--- config.mk ---
export PLATFORM = sky130hd
export DESIGN_NAME = kalman_channel_scheduler
export DESIGN_NICKNAME = d
export VERILOG_FILES = /design/src/rtl/kalman_pkg.sv /design/src/rtl/rr_arbiter.sv /design/src/rtl/kalman_channel_scheduler.sv
export SDC_FILE = /design/constraint.sdc
export NUM_CORES = 1
export LEC_CHECK = 0
export ABC_AREA = 1
export BUFFER_PORTS_ARGS = -buffer_cell sky130_fd_sc_hd__buf_2
export CAP_MARGIN = 5
export CORE_ASPECT_RATIO = 0.8
export CORE_MARGIN = 2
export CORE_UTILIZATION = 25
export CTS_BUF_LIST = sky130_fd_sc_hd__clkbuf_16
export CTS_CLUSTER_DIAMETER = 30
export DETAILED_ROUTE_END_ITERATION = 10
export SLEW_MARGIN = 20
export SYNTH_ARGS = -nofsm -noshare
export SYNTH_HDL_FRONTEND = slang
export SYNTH_SLANG_ARGS = --single-unit
--- constraint.sdc ---
create_clock -name clk -period 8.7 [get_ports clk]
set_clock_uncertainty 0.2 [all_clocks]
set_input_delay 1.74 -clock clk [delete_from_list [all_inputs] [get_ports clk]]
set_output_delay 1.74 -clock clk [all_outputs]
set_load 0.1 [all_outputs]
--- src/rtl/kalman_pkg.sv ---
// Shared types and constants for the multi-channel 1D Kalman scheduler.
package kalman_pkg;

    localparam int STATE_BITS = 16;
    localparam int VAR_BITS   = 64;
    localparam int VAR_Q      = 30;

    typedef logic signed [STATE_BITS-1:0] state_t;
    typedef logic        [VAR_BITS-1:0]   var_t;

    localparam var_t P_INIT = var_t'(64'd1) << VAR_Q;

    typedef enum logic [1:0] {
        IDLE  = 2'd0,
        ISSUE = 2'd1,
        WAIT  = 2'd2
    } sched_state_e;

endpackage

--- src/rtl/rr_arbiter.sv ---
// Round-robin request picker: first set request strictly after ptr, wrapping modulo N_CH.
module rr_arbiter #(
    parameter int N_CH = 4
) (
    input  logic [N_CH-1:0]         req_i,
    input  logic [$clog2(N_CH)-1:0] ptr_i,
    output logic [N_CH-1:0]         grant_o,
    output logic [$clog2(N_CH)-1:0] grant_idx_o,
    output logic                    any_o
);

    localparam int IDX_W = $clog2(N_CH);

    // Scan the N_CH positions after ptr and keep the first requester.
    always_comb begin
        logic [IDX_W-1:0] idx;
        logic             found;
        grant_o     = '0;
        grant_idx_o = '0;
        found       = 1'b0;
        idx         = '0;
        for (int k = 1; k <= N_CH; k++) begin
            idx = IDX_W'((int'(ptr_i) + k) % N_CH);
            if (!found && req_i[idx]) begin
                found        = 1'b1;
                grant_o[idx] = 1'b1;
                grant_idx_o  = idx;
            end else begin
                found = found;
            end
        end
        any_o = found;
    end

endmodule

--- src/rtl/kalman_channel_scheduler.sv ---
// Time-shares one Kalman update engine across N_CH channels: captures samples,
// grants round-robin, writes results back to the x/P bank and streams estimates.
module kalman_channel_scheduler
    import kalman_pkg::*;
#(
    parameter int N_CH        = 4,
    parameter int TIMEOUT_CYC = 256
) (
    input  logic                         clk,
    input  logic                         rst_n,
    input  logic [N_CH-1:0]              z_valid,
    input  logic [N_CH*STATE_BITS-1:0]   z_data,
    input  logic [N_CH-1:0]              ch_init,
    output logic                         eng_start,
    output logic                         eng_abort,
    output state_t                       eng_x,
    output var_t                         eng_p,
    output state_t                       eng_z,
    input  logic                         eng_done,
    input  state_t                       eng_x_new,
    input  var_t                         eng_p_new,
    output state_t                       x_out,
    output logic [$clog2(N_CH)-1:0]      x_ch,
    output logic                         x_valid,
    output logic [15:0]                  drop_cnt,
    output logic                         timeout_err
);

    localparam int IDX_W = $clog2(N_CH);
    localparam int CNT_W = $clog2(TIMEOUT_CYC + 1);
    localparam int DW    = $clog2(N_CH + 1);

    sched_state_e      state_q, state_d;
    logic [N_CH-1:0]   pend_q;
    state_t            buf_q    [N_CH];
    state_t            x_bank_q [N_CH];
    var_t              p_bank_q [N_CH];
    logic [IDX_W-1:0]  ptr_q, gch_q;
    logic              kill_q, kill_d;
    logic [CNT_W-1:0]  wait_cnt_q, wait_cnt_d;
    logic              eng_start_q, eng_abort_q, x_valid_q, timeout_err_q;
    state_t            eng_x_q, eng_z_q, x_out_q;
    var_t              eng_p_q;
    logic [IDX_W-1:0]  x_ch_q;
    logic [15:0]       drop_cnt_q, drop_cnt_d;

    logic [N_CH-1:0]   arb_grant_s, drop_vec_s;
    logic [IDX_W-1:0]  arb_idx_s;
    logic              arb_any_s, grant_fire_s, done_fire_s, abort_fire_s, wb_en_s;
    logic [DW-1:0]     drop_num_s;
    logic [16:0]       drop_sum_s;

    rr_arbiter #(.N_CH(N_CH)) u_arb (
        .req_i       (pend_q),
        .ptr_i       (ptr_q),
        .grant_o     (arb_grant_s),
        .grant_idx_o (arb_idx_s),
        .any_o       (arb_any_s)
    );

    // FSM state register.
    always_ff @(posedge clk) begin
        if (!rst_n) begin
            state_q <= IDLE;
        end else begin
            state_q <= state_d;
        end
    end

    // Next state, grant/complete/abort events and the WAIT cycle counter.
    always_comb begin
        state_d      = state_q;
        grant_fire_s = 1'b0;
        done_fire_s  = 1'b0;
        abort_fire_s = 1'b0;
        wait_cnt_d   = '0;
        case (state_q)
            IDLE: begin
                if (arb_any_s) begin
                    state_d      = ISSUE;
                    grant_fire_s = 1'b1;
                end else begin
                    state_d = IDLE;
                end
            end
            ISSUE: state_d = WAIT;
            WAIT: begin
                if (eng_done) begin
                    state_d     = IDLE;
                    done_fire_s = 1'b1;
                end else if (wait_cnt_q == CNT_W'(TIMEOUT_CYC - 1)) begin
                    state_d      = IDLE;
                    abort_fire_s = 1'b1;
                end else begin
                    wait_cnt_d = wait_cnt_q + CNT_W'(1);
                end
            end
            default: state_d = IDLE;
        endcase
    end

    // Kill tracking, writeback enable and saturating overwrite count.
    always_comb begin
        if (grant_fire_s) begin
            kill_d = ch_init[arb_idx_s];
        end else if (state_q != IDLE && ch_init[gch_q]) begin
            kill_d = 1'b1;
        end else begin
            kill_d = kill_q;
        end
        wb_en_s    = done_fire_s && !kill_q && !ch_init[gch_q];
        drop_num_s = '0;
        for (int i = 0; i < N_CH; i++) begin
            drop_vec_s[i] = z_valid[i] & pend_q[i] & ~ch_init[i] & ~(grant_fire_s & arb_grant_s[i]);
            drop_num_s    = drop_num_s + DW'(drop_vec_s[i]);
        end
        drop_sum_s = 17'(drop_cnt_q) + 17'(drop_num_s);
        if (drop_sum_s[16]) begin
            drop_cnt_d = 16'hFFFF;
        end else begin
            drop_cnt_d = drop_sum_s[15:0];
        end
    end

    // Sample capture, channel bank, engine operand latch and result outputs.
    always_ff @(posedge clk) begin
        if (!rst_n) begin
            pend_q        <= '0;
            ptr_q         <= '0;
            gch_q         <= '0;
            kill_q        <= 1'b0;
            wait_cnt_q    <= '0;
            eng_start_q   <= 1'b0;
            eng_abort_q   <= 1'b0;
            eng_x_q       <= '0;
            eng_p_q       <= '0;
            eng_z_q       <= '0;
            x_out_q       <= '0;
            x_ch_q        <= '0;
            x_valid_q     <= 1'b0;
            drop_cnt_q    <= 16'd0;
            timeout_err_q <= 1'b0;
            for (int i = 0; i < N_CH; i++) begin
                buf_q[i]    <= '0;
                x_bank_q[i] <= '0;
                p_bank_q[i] <= P_INIT;
            end
        end else begin
            wait_cnt_q  <= wait_cnt_d;
            kill_q      <= kill_d;
            eng_start_q <= grant_fire_s;
            eng_abort_q <= abort_fire_s;
            x_valid_q   <= wb_en_s;
            drop_cnt_q  <= drop_cnt_d;
            if (abort_fire_s) timeout_err_q <= 1'b1;
            if (grant_fire_s) begin
                ptr_q   <= arb_idx_s;
                gch_q   <= arb_idx_s;
                eng_x_q <= x_bank_q[arb_idx_s];
                eng_p_q <= p_bank_q[arb_idx_s];
                eng_z_q <= buf_q[arb_idx_s];
            end
            if (wb_en_s) begin
                x_out_q <= eng_x_new;
                x_ch_q  <= gch_q;
            end
            for (int i = 0; i < N_CH; i++) begin
                if (ch_init[i]) begin
                    pend_q[i]   <= 1'b0;
                    x_bank_q[i] <= '0;
                    p_bank_q[i] <= P_INIT;
                end else begin
                    // A same-cycle grant already consumed the old buffer, so a new sample keeps pend set.
                    if (z_valid[i]) begin
                        buf_q[i]  <= z_data[i*STATE_BITS +: STATE_BITS];
                        pend_q[i] <= 1'b1;
                    end else if (grant_fire_s && arb_grant_s[i]) begin
                        pend_q[i] <= 1'b0;
                    end
                    if (wb_en_s && gch_q == IDX_W'(i)) begin
                        x_bank_q[i] <= eng_x_new;
                        p_bank_q[i] <= eng_p_new;
                    end
                end
            end
        end
    end

    assign eng_start   = eng_start_q;
    assign eng_abort   = eng_abort_q;
    assign eng_x       = eng_x_q;
    assign eng_p       = eng_p_q;
    assign eng_z       = eng_z_q;
    assign x_out       = x_out_q;
    assign x_ch        = x_ch_q;
    assign x_valid     = x_valid_q;
    assign drop_cnt    = drop_cnt_q;
    assign timeout_err = timeout_err_q;

endmodule

==> impl_metrics.tcl, run 1 <==
set metrics [dict create \
    run_status "completed" \
    coreArea_mm2 0.0931 \
    cellPowerDensity_mw_per_mm2 382 \
    nets 3048 \
    overflow 0 \
    hold_path_class "reg -> reg" \
    min_period_ns 5.61 \
    clock_tree.htree_level_count 3 \
    clock_tree.root_cell "sky130_fd_sc_hd__clkbuf_16" \
    slowest_delay_ns 0.77 \
    timing.rr.start "gch_q[0]" \
    drt-vias-per-instance 4.42 \
    antenna_violations_before_repair 4 \
    finish.cell_count_without_fillers 4202 \
    tritoncts_num_sinks 536 \
    cts-hold-fix-buffers 0 \
    hpwlAfterDp_um 41700 \
    largest_fanout_of_any_net_on_the_critical_path 32 \
    via_count_of_the_first_global_routing_pass 18400 \
    die_boundary_height_um 278 \
    top_level_port_count 289 \
    r2r_setup_slack_ns 3.09 \
    highest_attainable_clock_frequency_mhz 178 \
    placedCellCount 3990 \
    slew_worst_pin_ns 1.22 \
    synth.lib_cells_used.distinct 37 \
    initial_utilization 0.253 \
    grt_first_pass_wirelength_um 108000 \
    rows 100 \
    list_of_cells_traversed_by_the_critical_path "inv_2, nand2_1, nand3_1, nand2_2, nand4_1, nand2_4, inv_2, nand2_1, nand4_1, fa_1, fa_1, inv_1, fa_1, nand3_1, nor2_1, nand4_1, inv_1, o21ai_0, inv_1" \
    cts_resized 0 \
    die_area_mm2 0.0966 \
    syn_inst 2608 \
    drt_wl_total_um 70200 \
    worst-endpoint-arrival_ns 6.00 \
    yosys_register_bits 536 \
    globalRouteTotalUtil 0.144 \
    setup-violations-final 0 \
    worstSkewPairLatency_ns 0.66 \
    route.detailed.wl_per_inst_um 16.7 \
    synth_area_per_cell_um2 9.02 \
    power_leakage_uw 0.0141 \
    die-width_um 347 \
    drt_first_pass_iters 5 \
    hold_viol 0 \
    synth_fp_nets 2777 \
    endpoint_kind "flop" \
    crit_path_start_kind "flop" \
    port_buffers 288 \
    cts_buffers 111 \
    clock_slew_at_reported_path_ffs_ns 0.05 \
    category_of_the_critical_setup_timing_path "reg -> reg" \
    synth_area_mm2 0.0235 \
    slew_violations 0 \
    crit_required_ns 9.09 \
    synth.yosys.warnings 0 \
    slew_headroom 0.190 \
    cts_buffer_depth 3 \
    worst_hold_path.num_cells 1 \
    startpoint "gch_q[0]" \
    rsz0062_at_grt "false" \
    grt_start_max_net_pins 169 \
    synth_seq_area_share 0.620 \
    critical_path.endpoint "drop_cnt[15]" \
    period_share 0.645 \
    post-route-drc-count 0 \
    timing.setup.tns_ns 0 \
    post-cts-setup-buffer-count 0 \
    postRouteAntennaNets 0 \
    r2r-end "drop_cnt[15]" \
    first_iter_violations 1438 \
    layout-drive-gt1-share 0.174 \
    slowest_cell_on_crit_path "sky130_fd_sc_hd__dfxtp_1" \
    area_growth_syn_to_layout_pct 26.4 \
    maxCapViolations 0 \
    largest_voltage_drop_on_the_vdd_net_mv 0.479 \
    route.vias.total 18600 \
    finalWeightedCongestion 0.832 \
    clock_tree_from_tritoncts "yes" \
    worst_r2r_path_depth 19 \
]
registers in the layout, summed over array words and instances, names as in the netlist:
name	cells
gch_q	2
timeout_err	1
buf_q	64
state_q	2
p_bank_q	256
wait_cnt_q	9
eng_z	16
eng_x	16
x_valid	1
eng_start	1
x_bank_q	64
drop_cnt	16
eng_p	64
x_ch	2
x_out	16
pend_q	4
kill_q	1
eng_abort	1
routing by layer:
metal,part of all wire,vias up,global-route usage
met5,0,-,0
met4,0.025,0,0.0535
met3,0.058,109,0.0285
met2,0.46,554,0.229
li1,-,8997,-
met1,0.46,8925,0.194
through the flow:
step | total power (uW) | worst slack [ns] | utilization | hold slack, ns | instance area, um^2
2_1_floorplan | 6390 | 0.131 | - | 0.218 | 23500
3_3_place_gp | 7310 | 2.77 | 0.280 | 0.235 | 26000
3_5_place_dp | 7350 | 2.72 | 0.280 | 0.254 | 26000
4_1_cts | 11500 | 3.06 | 0.319 | 0.264 | 29700
5_1_grt | 12000 | 2.60 | 0.319 | 0.285 | 29700
6_report | 11400 | 3.09 | 0.319 | 0.255 | 29700
layout by cell type (no fill, tap or decap), types with 12 or more instances in the layout:
| master | count |
|---|---|
| sky130_fd_sc_hd__buf_2 | 287 |
| sky130_fd_sc_hd__and3_1 | 16 |
| sky130_fd_sc_hd__bufinv_16 | 13 |
| sky130_fd_sc_hd__nand4_1 | 16 |
| sky130_fd_sc_hd__o21ai_0 | 37 |
| sky130_fd_sc_hd__buf_4 | 21 |
| sky130_fd_sc_hd__clkinvlp_4 | 12 |
| sky130_fd_sc_hd__nand2_1 | 721 |
| sky130_fd_sc_hd__clkbuf_16 | 113 |
| sky130_fd_sc_hd__nor2_1 | 431 |
| sky130_fd_sc_hd__edfxtp_1 | 384 |
| sky130_fd_sc_hd__inv_1 | 282 |
| sky130_fd_sc_hd__clkinv_2 | 24 |
| sky130_fd_sc_hd__a21oi_1 | 31 |
| sky130_fd_sc_hd__o21a_1 | 16 |
| sky130_fd_sc_hd__nand3_1 | 316 |
| sky130_fd_sc_hd__dfxtp_1 | 152 |
report_power, final:
part | leakage [uW] | internal, uW | switching (uW)
clock network | 0.00187 | 2720 | 1380
registers | 0.00544 | 3010 | 140
logic | 0.00680 | 770 | 3330
synthesized netlist by cell type:
cell type | number | area share
sky130_fd_sc_hd__a211oi_1 | 1 | 0.00032
sky130_fd_sc_hd__a21oi_1 | 31 | 0.0066
sky130_fd_sc_hd__a31oi_1 | 2 | 0.00053
sky130_fd_sc_hd__and3_1 | 16 | 0.0043
sky130_fd_sc_hd__buf_1 | 11 | 0.0018
sky130_fd_sc_hd__buf_2 | 58 | 0.012
sky130_fd_sc_hd__buf_4 | 17 | 0.0054
sky130_fd_sc_hd__buf_6 | 6 | 0.0029
sky130_fd_sc_hd__clkbuf_1 | 59 | 0.0094
sky130_fd_sc_hd__dfxtp_1 | 152 | 0.13
sky130_fd_sc_hd__edfxtp_1 | 384 | 0.49
sky130_fd_sc_hd__fa_1 | 3 | 0.0026
sky130_fd_sc_hd__ha_1 | 11 | 0.0059
sky130_fd_sc_hd__inv_1 | 258 | 0.041
sky130_fd_sc_hd__inv_2 | 7 | 0.0011
sky130_fd_sc_hd__nand2_1 | 722 | 0.12
sky130_fd_sc_hd__nand2_2 | 4 | 0.0011
sky130_fd_sc_hd__nand2_4 | 1 | 0.00048
sky130_fd_sc_hd__nand3_1 | 320 | 0.068
sky130_fd_sc_hd__nand3_2 | 2 | 0.00085
sky130_fd_sc_hd__nand3b_1 | 1 | 0.00032
sky130_fd_sc_hd__nand4_1 | 16 | 0.0043
sky130_fd_sc_hd__nor2_1 | 431 | 0.069
sky130_fd_sc_hd__nor2_2 | 1 | 0.00027
sky130_fd_sc_hd__nor2_4 | 1 | 0.00048
sky130_fd_sc_hd__nor3_1 | 4 | 0.00085
sky130_fd_sc_hd__nor3_2 | 9 | 0.0038
sky130_fd_sc_hd__nor3b_1 | 2 | 0.00064
sky130_fd_sc_hd__nor4_1 | 1 | 0.00027
sky130_fd_sc_hd__o2111ai_1 | 4 | 0.0015
sky130_fd_sc_hd__o21a_1 | 16 | 0.0051
sky130_fd_sc_hd__o21ai_0 | 40 | 0.0085
sky130_fd_sc_hd__o21ai_1 | 4 | 0.00085
sky130_fd_sc_hd__o31ai_1 | 1 | 0.00032
sky130_fd_sc_hd__or2_2 | 1 | 0.00027
sky130_fd_sc_hd__xnor2_1 | 4 | 0.0015
sky130_fd_sc_hd__xor2_1 | 7 | 0.0026
layout make-up:
class	count	area (um^2)
Multi-Input combinational cell	1656	7320
Clock inverter	95	851
Tap cell	1224	1530
Antenna cell	4	10.0
Inverter	265	997
Sequential cell	536	14600
Clock buffer	113	2830
Timing Repair Buffer	309	1610
Fill cell	9681	63400
logic make-up (layout without fill, tap and decap cells):
group | after synthesis | after routing | synth area share
XOR/XNOR | 11 | 11 | 0.00410
other | 0 | 4 | 0
adder cells (fa/ha/maj) | 14 | 14 | 0.00841
buffers and inverters | 416 | 782 | 0.0741
AND/OR/NAND/NOR | 1532 | 1532 | 0.270
flip-flops | 536 | 536 | 0.620
AO/OA/AOI/OAI | 99 | 99 | 0.0237
worst min path at each step:
stage	slack, ns	startpoint	endpoint
2_1_floorplan	0.22	wait_cnt_q[0]	wait_cnt_q[0]
3_3_place_gp	0.23	wait_cnt_q[0]	wait_cnt_q[0]
3_5_place_dp	0.25	wait_cnt_q[0]	wait_cnt_q[0]
4_1_cts	0.26	wait_cnt_q[0]	wait_cnt_q[0]
5_1_grt	0.29	wait_cnt_q[0]	wait_cnt_q[0]
6_report	0.25	wait_cnt_q[0]	wait_cnt_q[0]
critical path: cells and delay by family (launching register included):
family | cells | cell delay, ns
AND/OR/NAND/NOR | 10 | 2.14
flip-flops | 1 | 0.77
adder cells (fa/ha/maj) | 3 | 1.23
buffers and inverters | 5 | 1.06
AO/OA/AOI/OAI | 1 | 0.12
Power figures use the tool's default switching activity.
==> inputs of run 2 (changes only) <==
--- a/config.mk
+++ b/config.mk
@@ -5,7 +5,7 @@
 export SDC_FILE = /design/constraint.sdc
 export NUM_CORES = 1
 export LEC_CHECK = 0
-export ABC_AREA = 1
+export ABC_AREA = 0
 export BUFFER_PORTS_ARGS = -buffer_cell sky130_fd_sc_hd__buf_2
 export CAP_MARGIN = 5
 export CORE_ASPECT_RATIO = 0.8
==> constraint.sdc (replaced) <==
create_clock -name clk -period 5.2 [get_ports clk]
set_clock_uncertainty 0.2 [all_clocks]
set_input_delay 1.04 -clock clk [delete_from_list [all_inputs] [get_ports clk]]
set_output_delay 1.04 -clock clk [all_outputs]
set_load 0.1 [all_outputs]
==> run 2 against run 1 <==
Via count down 21%. Critical endpoint is now drop_cnt[6]. First-iteration DRC count is 33% lower. Clock power is 76% higher.
==> impl_metrics.tcl, run 2 <==
set metrics [dict create \
    crit_required_ns 5.57 \
    clock_tree.root_cell "sky130_fd_sc_hd__clkbuf_16" \
    synth_seq_area_share 0.649 \
    path_delay_family "adder cells" \
    synth_enable_flop_cells 384 \
    synthDominantCellAreaShare 0.513 \
    drt-vias-per-instance 4.44 \
    registers.top_by_ff_count "p_bank_q" \
    coreArea_mm2 0.0893 \
    largest_voltage_drop_on_the_vdd_net_mv 0.336 \
    post-place-ws_ns -0.0834 \
    worst-endpoint-arrival_ns 5.33 \
    hpwlAfterDp_um 38200 \
    cts_buffers 106 \
    yosys_register_bits 536 \
    setup-violations-final 0 \
    top_level_port_count 289 \
    clock_tree.htree_level_count 3 \
    cellPowerDensity_mw_per_mm2 605 \
    highest_attainable_clock_frequency_mhz 202 \
    cts-hold-fix-buffers 0 \
    endpoint_kind "flop" \
    first_iter_violations 970 \
    drt_wl_total_um 63700 \
    antenna_violations_before_repair 5 \
    synth_area_per_cell_um2 13.5 \
    power_leakage_uw 0.0116 \
    timing.final.ws_setup_ns 0.242 \
    worstSkewPairLatency_ns 0.64 \
    synthMuxAreaShare 0.101 \
    placedCellCount 3094 \
    synth_compound_gate_area_share 0.0571 \
    commonest_cells_after_routing_fill_and_taps_aside "384 x sky130_fd_sc_hd__edfxtp_1, 381 x sky130_fd_sc_hd__and2_1, 288 x sky130_fd_sc_hd__buf_2, 214 x sky130_fd_sc_hd__mux2i_1, 151 x sky130_fd_sc_hd__dfxtp_1" \
    synth_xor_xnor_area_share 0.00546 \
    nets 2173 \
    die-width_um 339 \
    slew_violations 0 \
    synth_area_mm2 0.0225 \
    finish.cell_count_without_fillers 3299 \
    postRouteAntennaNets 0 \
    overflow 0 \
    die_boundary_height_um 272 \
    slew_headroom 0.287 \
    route.detailed.wl_per_inst_um 19.3 \
    largest_reg_flops 256 \
    synth.yosys.warnings 0 \
    synth.lib_cells_used.distinct 54 \
    synth_top_cells_by_area "sky130_fd_sc_hd__edfxtp_1 51%, sky130_fd_sc_hd__dfxtp_1 14%, sky130_fd_sc_hd__and2_1 11%, sky130_fd_sc_hd__mux2i_1 9.5%, sky130_fd_sc_hd__o221ai_1 3.7%" \
    cts_buffer_depth 3 \
    synth_simple_gate_area_frac 0.151 \
    rsz0062_at_grt "false" \
    synth-main-ff-cell "sky130_fd_sc_hd__edfxtp_1" \
    post-route-drc-count 0 \
    run_status "completed" \
    finalWeightedCongestion 0.807 \
    synth_fp_nets 1837 \
    maxCapViolations 0 \
    synthArstFlopShare 0 \
    hold_viol 0 \
    category_of_the_critical_setup_timing_path "reg -> reg" \
    die_area_mm2 0.0923 \
    post_synthesis_cell_type_with_the_largest_combined_area "sky130_fd_sc_hd__edfxtp_1" \
    min_period_ns 4.96 \
    area_growth_syn_to_layout_pct 30.6 \
    crit_path_start_kind "flop" \
    port_buffers 288 \
    cp_num_buf_inv 3 \
    slew_worst_pin_ns 1.06 \
    clock_slew_at_reported_path_ffs_ns 0.05 \
    yosys-top-cells-count "384 x sky130_fd_sc_hd__edfxtp_1, 383 x sky130_fd_sc_hd__and2_1, 214 x sky130_fd_sc_hd__mux2i_1, 152 x sky130_fd_sc_hd__dfxtp_1, 111 x sky130_fd_sc_hd__nand2_1" \
    leading_cell_type_in_the_layout_fill_and_taps_excluded "sky130_fd_sc_hd__edfxtp_1" \
    rows 98 \
    grt_start_max_net_pins 81 \
    drt_first_pass_iters 5 \
    via_count_of_the_first_global_routing_pass 15600 \
    synth_top_family_by_area "simple AND/OR/NAND/NOR gates" \
    largest_fanout_of_any_net_on_the_critical_path 12 \
    syn_inst 1668 \
    route.vias.total 14700 \
    initial_utilization 0.252 \
    total_power_uw 17800 \
    clock_tree_from_tritoncts "yes" \
    period_share 0.953 \
    tritoncts_num_sinks 536 \
    list_of_cells_traversed_by_the_critical_path "inv_2, ha_4, mux4_2, or2_1, o31ai_4, o21ai_1, or3_1, fa_1, fa_2, inv_2, fa_2, and4_1, nor2b_4, and2_4, nand4_1, buf_4, o21a_1, nor2_1" \
    globalRouteTotalUtil 0.136 \
    layout-drive-gt1-share 0.263 \
    synth_fa_ha_area_frac 0.00880 \
    slowest_delay_ns 0.51 \
    hold_path_class "reg -> reg" \
    grt_first_pass_wirelength_um 95500 \
    slowest_cell_on_crit_path "sky130_fd_sc_hd__mux4_2" \
    synth.most_common_cell "sky130_fd_sc_hd__edfxtp_1" \
]
==> run 2: changes by cell type in the layout (fill, tap and decap cells not counted), sizes merged, moves of 26 or more <==
cell,before,now
nand2,727,112
nor2,433,43
and2,0,383
nand3,322,8
inv,296,38
mux2i,0,214
o221ai,0,96
o21ai,44,15
buf,309,335
==> run 2: cells by family (layout without fill, tap and decap cells) <==
| family | after synthesis | count (layout) |
|---|---|---|
| flops | 536 | 536 |
| mux | 220 | 220 |
| buf+inv | 126 | 553 |
| fa+ha+maj | 14 | 14 |
| xor+xnor | 14 | 14 |
| compound gates | 162 | 162 |
| other cells | 0 | 4 |
| simple gates | 596 | 596 |
==> run 2: metal layers <==
metal / vias to the layer above / wire [um] / track usage
met2: 438 / 31300 / 0.234
met1: 7355 / 27200 / 0.169
li1: 6771 / - / -
met5: - / 41 / 0
met3: 90 / 3790 / 0.0328
met4: 6 / 1330 / 0.0420
==> run 2: worst reg2reg max path: cells and delay by family (launching register included) <==
family	cells	cell delay (ns)
buffers and inverters	3	0.39
flip-flops	1	0.40
AND/OR/NAND/NOR	7	1.40
multiplexers	1	0.51
AO/OA/AOI/OAI	3	0.57
adder cells (fa/ha/maj)	4	1.40
==> run 2: path summary, 6_finish.rpt <==
| check | to | cells past startpoint | slack, ns | from |
|---|---|---|---|---|
| setup / recovery | drop_cnt[6] | 18 | 0.24 | gch_q[0] |
| hold / removal | timeout_err | 1 | 0.24 | timeout_err |
| setup reg to reg | drop_cnt[6] | 18 | 0.24 | gch_q[0] |
| hold reg to reg | timeout_err | 1 | 0.24 | timeout_err |
==> run 2: through the flow <==
stage	util	instance area, um^2	hold WS (ns)	TNS, ns
after global routing	0.329	29300	0.272	0
final	0.329	29300	0.240	0
after floorplan	-	22500	0.226	0
after CTS	0.328	29300	0.244	0
after global placement	0.285	25500	0.234	-0.0458
after detailed placement	0.285	25500	0.234	-0.238
==> run 2: final cells by class <==
| cell class | instances | area [um^2] |
|---|---|---|
| antenna | 4 | 10.0 |
| clock buffer | 108 | 2700 |
| clock inverter | 91 | 1150 |
| fill | 8827 | 59900 |
| inverter | 19 | 71.3 |
| multi-input combinational | 1006 | 7380 |
| sequential | 536 | 14600 |
| tap | 1200 | 1500 |
| timing repair buffer | 335 | 1960 |
==> run 2: report_power, final <==
part / total, uW / internal (uW) / switching [uW] / leakage (uW)
clock network: 7240 / 4930 / 2320 / 0.00189
logic: 5280 / 1450 / 3830 / 0.00427
registers: 5240 / 5020 / 221 / 0.00544
total: 17800 / 11400 / 6370 / 0.0116
==> run 2: timing repair <==
action | CTS | global route
buffers inserted | 1 | 1
gates resized for setup | 0 | 3
endpoints found under the setup margin | 12 | 12
endpoints found under the hold margin | 0 | 0
==> inputs of run 3 (changes only) <==
--- a/config.mk
+++ b/config.mk
@@ -13,8 +13,10 @@
 export CORE_UTILIZATION = 25
 export CTS_BUF_LIST = sky130_fd_sc_hd__clkbuf_16
 export CTS_CLUSTER_DIAMETER = 30
+export CTS_CLUSTER_SIZE = 28
 export DETAILED_ROUTE_END_ITERATION = 10
 export SLEW_MARGIN = 20
 export SYNTH_ARGS = -nofsm -noshare
 export SYNTH_HDL_FRONTEND = slang
+export SYNTH_HIERARCHICAL = 1
 export SYNTH_SLANG_ARGS = --single-unit
==> run 3 against run 2 <==
Maximum frequency grew 2.6%. Largest power group unchanged. Register-to-register slack gained 0.13 ns. Design area up 1.8%. Clock power rose by 3%. First-iteration DRC count down 13%. Routed wire length is 0.71% higher.
==> impl_metrics.tcl, run 3 <==
set metrics [dict create \
    synth_fa_ha_area_frac 0.00865 \
    final_design_area_no_fill_mm2 0.0299 \
    top_level_port_count 289 \
    yosys-top-cells-count "384 x sky130_fd_sc_hd__edfxtp_1, 381 x sky130_fd_sc_hd__and2_1, 152 x sky130_fd_sc_hd__dfxtp_1, 133 x sky130_fd_sc_hd__nand2_1, 114 x sky130_fd_sc_hd__a21oi_1" \
    post-place-ws_ns -0.00199 \
    slowest_delay_ns 0.51 \
    synth_enable_flop_cells 384 \
    synth_simple_gate_area_frac 0.168 \
    switching_power_uw 3470 \
    synth_top_family_by_area "simple AND/OR/NAND/NOR gates" \
    clock_tree.htree_level_count 3 \
    hold_viol 0 \
    globalRouteTotalUtil 0.135 \
    synth_area_mm2 0.0229 \
    die-width_um 342 \
    list_of_cells_traversed_by_the_critical_path "inv_1, ha_2, nor4bb_1, a31oi_2, o31ai_1, a2111o_1, a21boi_0, nand3b_1, fa_1, fa_1, inv_1, fa_1, nand3_1, nor4_4, nand2b_2, a21oi_1" \
    cts-hold-fix-buffers 0 \
    largest_reg_flops 256 \
    clock_slew_at_reported_path_ffs_ns 0.05 \
    area_growth_syn_to_layout_pct 30.8 \
    period_share 0.929 \
    drt_wl_total_um 64100 \
    endpoint_kind "flop" \
    synth_area_per_cell_um2 12.9 \
    synthDominantCellAreaShare 0.505 \
    rows 99 \
    clock_tree_from_tritoncts "yes" \
    setup-violations-final 0 \
    initial_utilization 0.251 \
    cts_buffer_depth 3 \
    overflow 0 \
    cts_buffers 117 \
    yosys_register_bits 536 \
    synth.most_common_cell "sky130_fd_sc_hd__edfxtp_1" \
    power.share.sequential 0.358 \
    port_buffers 288 \
    registers.top_by_ff_count "p_bank_q" \
    proportion_of_power_drawn_by_the_clock_network 0.546 \
    worstSkewPairLatency_ns 0.66 \
    layout-drive-gt1-share 0.274 \
    hold_path_class "reg -> reg" \
    hpwlAfterDp_um 36600 \
    drt_first_pass_iters 5 \
    crit_top_cell "sky130_fd_sc_hd__fa_1" \
    route.detailed.wl_per_inst_um 18.8 \
    grt_start_max_net_pins 150 \
    die_area_mm2 0.0939 \
    synth_seq_area_share 0.638 \
    timing.final.ws_setup_ns 0.368 \
    synth.yosys.warnings 6 \
    largest_fanout_of_any_net_on_the_critical_path 11 \
    path_delay_family "adder cells" \
    route.vias.total 15000 \
    slew_violations 0 \
    crit_required_ns 5.58 \
    synthArstFlopShare 0 \
    highest_attainable_clock_frequency_mhz 207 \
    power.combinational.fraction 0.097 \
    commonest_cells_after_routing_fill_and_taps_aside "384 x sky130_fd_sc_hd__edfxtp_1, 381 x sky130_fd_sc_hd__and2_1, 288 x sky130_fd_sc_hd__buf_2, 151 x sky130_fd_sc_hd__dfxtp_1, 131 x sky130_fd_sc_hd__nand2_1" \
    leading_cell_type_in_the_layout_fill_and_taps_excluded "sky130_fd_sc_hd__edfxtp_1" \
    slowest_cell_on_crit_path "sky130_fd_sc_hd__fa_1" \
    cp_num_buf_inv 2 \
    die_boundary_height_um 274 \
    category_of_the_critical_setup_timing_path "reg -> reg" \
    power_leakage_uw 0.0116 \
    post-route-drc-count 0 \
    synth_xor_xnor_area_share 0.00537 \
    worst-endpoint-arrival_ns 5.21 \
    min_period_ns 4.83 \
    synthMuxAreaShare 0.0954 \
    synth_fp_nets 1943 \
    rsz0062_at_grt "false" \
    syn_inst 1774 \
    post_synthesis_cell_type_with_the_largest_combined_area "sky130_fd_sc_hd__edfxtp_1" \
    run_status "completed" \
    swShare 0.255 \
    synth_top_cells_by_area "sky130_fd_sc_hd__edfxtp_1 50%, sky130_fd_sc_hd__dfxtp_1 13%, sky130_fd_sc_hd__and2_1 10%, sky130_fd_sc_hd__mux4_2 5.0%, sky130_fd_sc_hd__mux2i_1 4.5%" \
    synth.lib_cells_used.distinct 59 \
    clock_tree.root_cell "sky130_fd_sc_hd__clkbuf_16" \
    cellPowerDensity_mw_per_mm2 456 \
    postRouteAntennaNets 0 \
    largest_voltage_drop_on_the_vdd_net_mv 0.257 \
    drt-vias-per-instance 4.40 \
    nets 2263 \
    slew_worst_pin_ns 0.909 \
    crit_path_start_kind "flop" \
    tritoncts_num_sinks 536 \
    coreArea_mm2 0.0909 \
    slew_headroom 0.394 \
    via_count_of_the_first_global_routing_pass 15300 \
    antenna_violations_before_repair 14 \
    first_iter_violations 844 \
    total_power_uw 13600 \
    post-cts-setup-buffer-count 0 \
    synth-main-ff-cell "sky130_fd_sc_hd__edfxtp_1" \
    p_int_uw 10100 \
    grt_first_pass_wirelength_um 95400 \
    synth_compound_gate_area_share 0.0574 \
    finalWeightedCongestion 0.807 \
    maxCapViolations 0 \
    r2r_setup_slack_ns 0.37 \
    placedInstanceArea_mm2 0.0258 \
]
[run 3: cell types whose count changed after synthesis, moves of 18 or more]
| cell | before | now |
|---|---|---|
| sky130_fd_sc_hd__a21oi_1 | 20 | 114 |
| sky130_fd_sc_hd__mux4_2 | 5 | 51 |
| sky130_fd_sc_hd__nor2_1 | 43 | 23 |
| sky130_fd_sc_hd__nand2_1 | 111 | 133 |
| sky130_fd_sc_hd__mux2i_1 | 214 | 102 |
| sky130_fd_sc_hd__nand3_1 | 7 | 30 |
| sky130_fd_sc_hd__clkbuf_1 | 28 | 86 |
| sky130_fd_sc_hd__clkbuf_2 | 31 | 9 |
| sky130_fd_sc_hd__buf_4 | 23 | 5 |
| sky130_fd_sc_hd__nor3_1 | 8 | 58 |
| sky130_fd_sc_hd__o21ai_0 | 13 | 32 |
| sky130_fd_sc_hd__o22ai_1 | 0 | 49 |
| sky130_fd_sc_hd__o221ai_1 | 96 | 1 |
[run 3: cell families (layout without fill, tap and decap cells)]
kind of cell	Yosys count	in the layout
AO/OA/AOI/OAI	229	229
XOR/XNOR	14	14
adder cells (fa/ha/maj)	14	14
buffers and inverters	144	568
flip-flops	536	536
multiplexers	154	154
other	0	7
AND/OR/NAND/NOR	683	684
[run 3: layout make-up]
class                           count  area, um^2
Sequential cell                   536       14600
Timing Repair Buffer              323        1820
Antenna cell                        7        17.5
Fill cell                        9083       61000
Clock inverter                    101         977
Clock buffer                      123        3080
Multi-Input combinational cell   1095        7820
Inverter                           21        81.3
Tap cell                         1212        1520
[run 3: power groups by stage]
stage / Sequential, uW / Clock [uW] / Combinational, uW
after floorplan: 5350 / 0 / 536
after global placement: 4940 / 0 / 1330
after detailed placement: 4950 / 0 / 1340
after CTS: 4870 / 7590 / 1340
after global routing: 4890 / 7810 / 1410
final: 4870 / 7430 / 1320
[run 3: repair_timing]
item | in CTS | in global routing
resized for setup | 1 | 5
cloned | 0 | 1
endpoints found under the setup margin | 13 | 15
pin swaps | 0 | 1
[run 3: worst paths after layout]
kind | end | depth (start not counted) | startpoint
max | drop_cnt[1] | 16 | gch_q[0]
min | eng_z[4] | 2 | eng_z[4]
max reg2reg | drop_cnt[1] | 16 | gch_q[0]
min reg2reg | eng_z[4] | 2 | eng_z[4]
[run 3: tightest hold or removal path: cells and delay by family, from the launching register on]
kind | cells | cell delay [ns]
flops | 1 | 0.30
simple gates | 1 | 0.05
compound gates | 1 | 0.05
[run 3: through the flow]
stage          hold WS [ns]  TNS (ns)  utilization  cells
2_1_floorplan         0.226         0            -   1774
3_3_place_gp          0.233         0        0.283   3185
3_5_place_dp          0.239  -0.00199        0.283   3185
4_1_cts               0.250         0        0.328   3409
5_1_grt               0.264         0        0.328   3413
6_report              0.248         0        0.329   3418
[run 3: per-layer routing]
| metal | GRT usage | part of all wire |
|---|---|---|
| met4 | 0.0429 | 0.022 |
| met5 | 0 | 0.0026 |
| met1 | 0.172 | 0.43 |
| met2 | 0.216 | 0.46 |
| met3 | 0.0460 | 0.083 |
